<file path="src/rtl/clock_comp_pkg.sv">
// Shared definitions for the TX clock-compensation datapath: FSM encoding,
// alignment-marker period calculation and counter-width helpers.
package clock_comp_pkg;

  localparam logic [1:0] ST_COLLECT = 2'd0;
  localparam logic [1:0] ST_READY   = 2'd1;
  localparam logic [1:0] ST_INSERT  = 2'd2;

  function automatic int unsigned calc_period(input int unsigned am_block_period,
                                              input int unsigned n_lanes);
    return am_block_period * n_lanes;
  endfunction

  function automatic int unsigned cnt_width(input int unsigned period);
    return (period < 2) ? 1 : $clog2(period);
  endfunction

  function automatic int unsigned pend_width(input int unsigned n_lanes);
    return (n_lanes < 1) ? 1 : $clog2(n_lanes + 1);
  endfunction

endpackage

</file>
<file path="src/rtl/idle_del_scheduler.sv">
// Schedules N_LANES idle deletions per alignment-marker period and tags the
// N_LANES AM slots at the end of the period; flags a sticky underrun.
module idle_del_scheduler
  import clock_comp_pkg::*;
#(
  parameter int unsigned N_LANES         = 20,
  parameter int unsigned AM_BLOCK_PERIOD = 60
) (
  input  logic                            i_clock,
  input  logic                            i_reset,
  input  logic                            i_enable,
  input  logic                            i_valid,
  input  logic                            i_idle,
  output logic                            o_delete,
  output logic                            o_aligner_tag,
  output logic                            o_period_start,
  output logic                            o_underrun,
  output logic [pend_width(N_LANES)-1:0]  o_pending
);

  localparam int unsigned P  = calc_period(AM_BLOCK_PERIOD, N_LANES);
  localparam int unsigned CW = cnt_width(P);
  localparam int unsigned PW = pend_width(N_LANES);

  localparam logic [CW-1:0] CNT_LAST  = CW'(P - 1);
  localparam logic [CW-1:0] WIN_START = CW'(P - N_LANES);
  localparam logic [PW-1:0] PEND_INIT = PW'(N_LANES);
  localparam logic [PW-1:0] PEND_ONE  = PW'(1);

  logic [1:0]    state, state_n;
  logic [CW-1:0] cnt, cnt_n;
  logic [PW-1:0] pend, pend_n;
  logic          del_n, tag_n, ps_n, und_n;

  always_comb begin
    state_n = state;
    cnt_n   = cnt;
    pend_n  = pend;
    del_n   = 1'b0;
    tag_n   = 1'b0;
    ps_n    = 1'b0;
    und_n   = o_underrun;
    if (i_enable && i_valid) begin
      cnt_n = (cnt == CNT_LAST) ? '0 : cnt + CW'(1);
      ps_n  = (cnt == '0);
      case (state)
        ST_COLLECT: begin
          // Reaching the window while still collecting means deletions are owed.
          if (cnt == WIN_START) begin
            tag_n   = 1'b1;
            und_n   = 1'b1;
            state_n = ST_INSERT;
          end else if (i_idle && (pend != '0)) begin
            del_n  = 1'b1;
            pend_n = pend - PEND_ONE;
            if (pend == PEND_ONE) state_n = ST_READY;
          end
        end
        ST_READY: begin
          if (cnt == WIN_START) begin
            tag_n   = 1'b1;
            state_n = ST_INSERT;
          end
        end
        ST_INSERT: tag_n = 1'b1;
        default:   state_n = ST_COLLECT;
      endcase
      // Wrap overrides the FSM: any undelivered deletions are discarded.
      if (cnt == CNT_LAST) begin
        state_n = ST_COLLECT;
        pend_n  = PEND_INIT;
      end
    end
  end

  always_ff @(posedge i_clock or posedge i_reset) begin
    if (i_reset) begin
      state          <= ST_COLLECT;
      cnt            <= '0;
      pend           <= PEND_INIT;
      o_delete       <= 1'b0;
      o_aligner_tag  <= 1'b0;
      o_period_start <= 1'b0;
      o_underrun     <= 1'b0;
    end else begin
      state          <= state_n;
      cnt            <= cnt_n;
      pend           <= pend_n;
      o_delete       <= del_n;
      o_aligner_tag  <= tag_n;
      o_period_start <= ps_n;
      o_underrun     <= und_n;
    end
  end

  assign o_pending = pend;

endmodule

</file>
<file path="config.mk">
export PLATFORM = sky130hd
export DESIGN_NAME = idle_del_scheduler
export DESIGN_NICKNAME = d
export VERILOG_FILES = /design/src/rtl/clock_comp_pkg.sv /design/src/rtl/idle_del_scheduler.sv
export SDC_FILE = /design/constraint.sdc
export NUM_CORES = 1
export LEC_CHECK = 0
export CORE_ASPECT_RATIO = 0.7
export CORE_MARGIN = 2
export CORE_UTILIZATION = 57
export CTS_BUF_LIST = sky130_fd_sc_hd__clkbuf_8
export DETAILED_ROUTE_END_ITERATION = 12
export PLACE_DENSITY = 0.85
export REMOVE_ABC_BUFFERS = 1
export SYNTH_ARGS = -nofsm -noshare
export SYNTH_HDL_FRONTEND = slang
export SYNTH_SLANG_ARGS = --single-unit
</file>
<file path="constraint.sdc">
create_clock -name i_clock -period 1.9 [get_ports i_clock]
set_input_delay 0.285 -clock i_clock [delete_from_list [all_inputs] [get_ports i_clock]]
set_output_delay 0.285 -clock i_clock [all_outputs]
set_load 0.01 [all_outputs]
</file>
==> impl_metrics.json <==
{
  "synth_xor_area_share_pct": 3.63,
  "ys_types": 42,
  "peakVddDrop_mv": 0.630,
  "initial_core_util_pct": 62.8,
  "io_pins": 14,
  "grt_first_pass_wirelength_microns": 4410,
  "synth_seq_area_share_pct": 45.9,
  "setup_viol": 0,
  "cellPowerDensity_nw_per_um2": 1120,
  "critPathArrivalTime_ps": 2010,
  "cts_sinks": 22,
  "period_needed_ps": 1840,
  "post-cts-setup-buffer-count": 0,
  "final_cells": 153,
  "grt_usage_pct": 24.0,
  "hold_viol_final": 0,
  "h-tree-depth": 1,
  "worstPathCellList": "inv_2, ha_1, or4b_4, and2_4, and2_4, o31ai_4",
  "required_ps": 2070,
  "ant_nets": 0,
  "drv_slew": 0,
  "numPortBuffers": 13,
  "finalCritPeriodShare_pct": 96.6,
  "drtIter0Drc": 35,
  "worst_clock_skew_ps": 3.38,
  "multi_input_area_sq_um": 618,
  "async_flop_share_pct": 100,
  "routabilityCongestion": 0.977,
  "synth_edf_count": 0,
  "dp_hpwl_microns": 1980,
  "critPathMaxStageDelay_ps": 470,
  "fin_nets": 141,
  "min_path_type": "input pin to asynchronous set/reset pin",
  "fill_cells": 146,
  "crit_type": "flop to flop",
  "num_vias": 937,
  "yosysTopAreaCellShare_pct": 41.5,
  "cts_tree": "done",
  "max-cap-violations": 0,
  "cp_top_family": "simple AND/OR/NAND/NOR gates",
  "max_slew_margin_pct": 66.4,
  "synth_seq_cells": 22,
  "postSynthCellCount": 113,
  "synth_area_sq_um": 1210,
  "synthFlopType": "dfrtp_1",
  "grt_pass1_vias": 902,
  "path_clk_slew_ps": 80,
  "synth_mux_area_share_pct": 0.934,
  "cts_made_buffers": 3,
  "critPathBufInv": 1,
  "status": "completed",
  "max_freq_ghz": 0.545,
  "fin_tns_setup_ps": 0,
  "setup.worst_path.end_class": "flop",
  "dieWidth_microns": 59.0,
  "grt_max_degree": 14,
  "drc_errors": 0,
  "coreArea_sq_um": 1920,
  "ys_warn_count": 0,
  "wirelength_microns": 2590,
  "clockBufferDepth": 2,
  "crit_path_top_delay_cell": "or4b_4",
  "die-area_sq_um": 2510,
  "synth_fa_ha_area_share_pct": 4.15,
  "syn_area_per_cell_sq_um": 10.7,
  "synthSimpleGateAreaFrac_pct": 28.7,
  "dieHeight_microns": 42.5,
  "yosys.area.top_type": "dfrtp_1",
  "ys_top_cells_by_area": "dfrtp_1 (41%), dfstp_2 (4.4%), ha_1 (4.1%)",
  "synth_compound_area_share_pct": 13.8,
  "rsz0062_at_grt": "false",
  "critPathMaxFanout": 5,
  "layout-drive-gt1-share_pct": 17.6,
  "cts_hold_repair.buffers": 0,
  "root_buffer": "clkbuf_8",
  "tightest_slew_ps": 503,
  "wl_per_cell_microns": 16.9,
  "critPathLaunchType": "flop",
  "n_antenna_cell": 0,
  "synth_top_family_by_area": "simple AND/OR/NAND/NOR gates",
  "path_common_cell": "and2_4",
  "avgViaCountPerCell": 6.12,
  "regArea_sq_um": 553,
  "total_leakage_power_nw": 0.648,
  "firstDrtPassIters": 4,
  "syn_to_final_growth_pct": 18.8,
  "core.rowCount": 13,
  "dp.cells": 149,
  "grt_overflow": 0,
  "antenna_found_initial": 0,
  "insertion_delay_ps": 260
}
-- registers in the layout, indices dropped and copies added, names as in the netlist --
signal,flops
cnt,11
o_aligner_tag,1
o_delete,1
o_pending,5
o_period_start,1
o_underrun,1
state,2
-- layer usage --
metal,global-route usage (%),wire length (microns)
met1,37.4,1340
met2,32.4,1070
met3,7.41,165
met4,5.00,14
met5,0,0
-- final timing paths --
kind | start | endpoint | slack (ps) | cells past startpoint
min in group i_clock | o_underrun | o_underrun | 470 | 1
min | i_reset | o_pending[0] | 360 | 2
max reg2reg | o_pending[1] | o_pending[1] | 60 | 6
min reg2reg | o_underrun | o_underrun | 470 | 1
max in group asynchronous | i_reset | cnt[2] | 1020 | 3
max | o_pending[1] | o_pending[1] | 60 | 6
-- through the flow --
| step | cell area, sq um | utilization (%) | power (W) | worst slack [ps] | hold slack, ps |
|---|---|---|---|---|---|
| 3_3_place_gp | 1380 | 71.8 | 0.00125 | 104 | 440 |
| 4_1_cts | 1430 | 74.6 | 0.00160 | 6.32 | 372 |
| 5_1_grt | 1430 | 74.6 | 0.00171 | 18.6 | 401 |
| 3_5_place_dp | 1380 | 71.8 | 0.00127 | 37.9 | 457 |
| 2_1_floorplan | 1190 | - | 0.00103 | 81.9 | 273 |
| 6_report | 1430 | 74.6 | 0.00160 | 64.3 | 361 |
-- cells by family after synthesis --
group / Yosys count
adders and majority gates: 4
DFF: 22
and+or+nand+nor: 53
AOI/OAI and AO/OA: 20
xor gates and xnor gates: 5
muxes: 1
buffers and inverters: 8
-- worst reg2reg max path, cell delays in order, from the launching register on --
cell and delay (ps):
dfrtp_1 440, inv_2 120, ha_1 180, or4b_4 470
and2_4 190, and2_4 180, o31ai_4 170
-- layout make-up --
class                           instances  area share (%)
Multi-Input combinational cell         83            43.1
Tap cell                               22            1.92
Inverter                                5            1.31
Clock buffer                            4            3.84
Sequential cell                        22            38.6
Timing Repair Buffer                   17            11.2
-- cells in the mapped netlist (2+ instances only) --
cell,count
nor2_1,3
nand2_1,7
and4_1,3
nand3_1,8
and2_4,2
o211ai_1,2
nor3_1,3
xnor2_1,2
nand4_1,6
o31ai_4,2
or3_1,2
a21o_1,3
dfrtp_1,20
a21oi_1,3
inv_1,5
o31ai_1,2
and3_1,5
nor2b_1,2
ha_1,4
o21ai_0,4
xor2_1,3
dfstp_2,2
-- where the power goes --
part	internal, W	switching, W
logic	0.000296	0.000241
registers	0.000586	0.000152
clock network	0.000184	0.000142
total	0.00107	0.000535
-- layout by cell type (no fill, tap or decap), drive strengths merged, types with 2 or more instances in the layout --
cell type / netlist / routed
o211ai: 2 / 2
nor2b: 2 / 2
o31ai: 4 / 4
dfstp: 2 / 2
clkbuf: 1 / 4
nand3: 8 / 8
nand2: 7 / 7
a21oi: 3 / 3
a21o: 3 / 3
xnor2: 2 / 2
o21ai: 5 / 5
nand4: 6 / 6
inv: 5 / 5
ha: 4 / 4
buf: 2 / 4
clkdlybuf4s50: 0 / 13
and3: 5 / 5
nor2: 4 / 4
a41oi: 2 / 2
and4: 4 / 4
dfrtp: 20 / 20
and2: 3 / 3
xor2: 3 / 3
or3: 2 / 2
nor3: 4 / 4
-- repair_timing --
action                     CTS  global route
resized for setup            0             2
setup endpoints to repair    0             3
hold endpoints to repair     0             0
No activity file was read; power rests on OpenSTA's default activity.
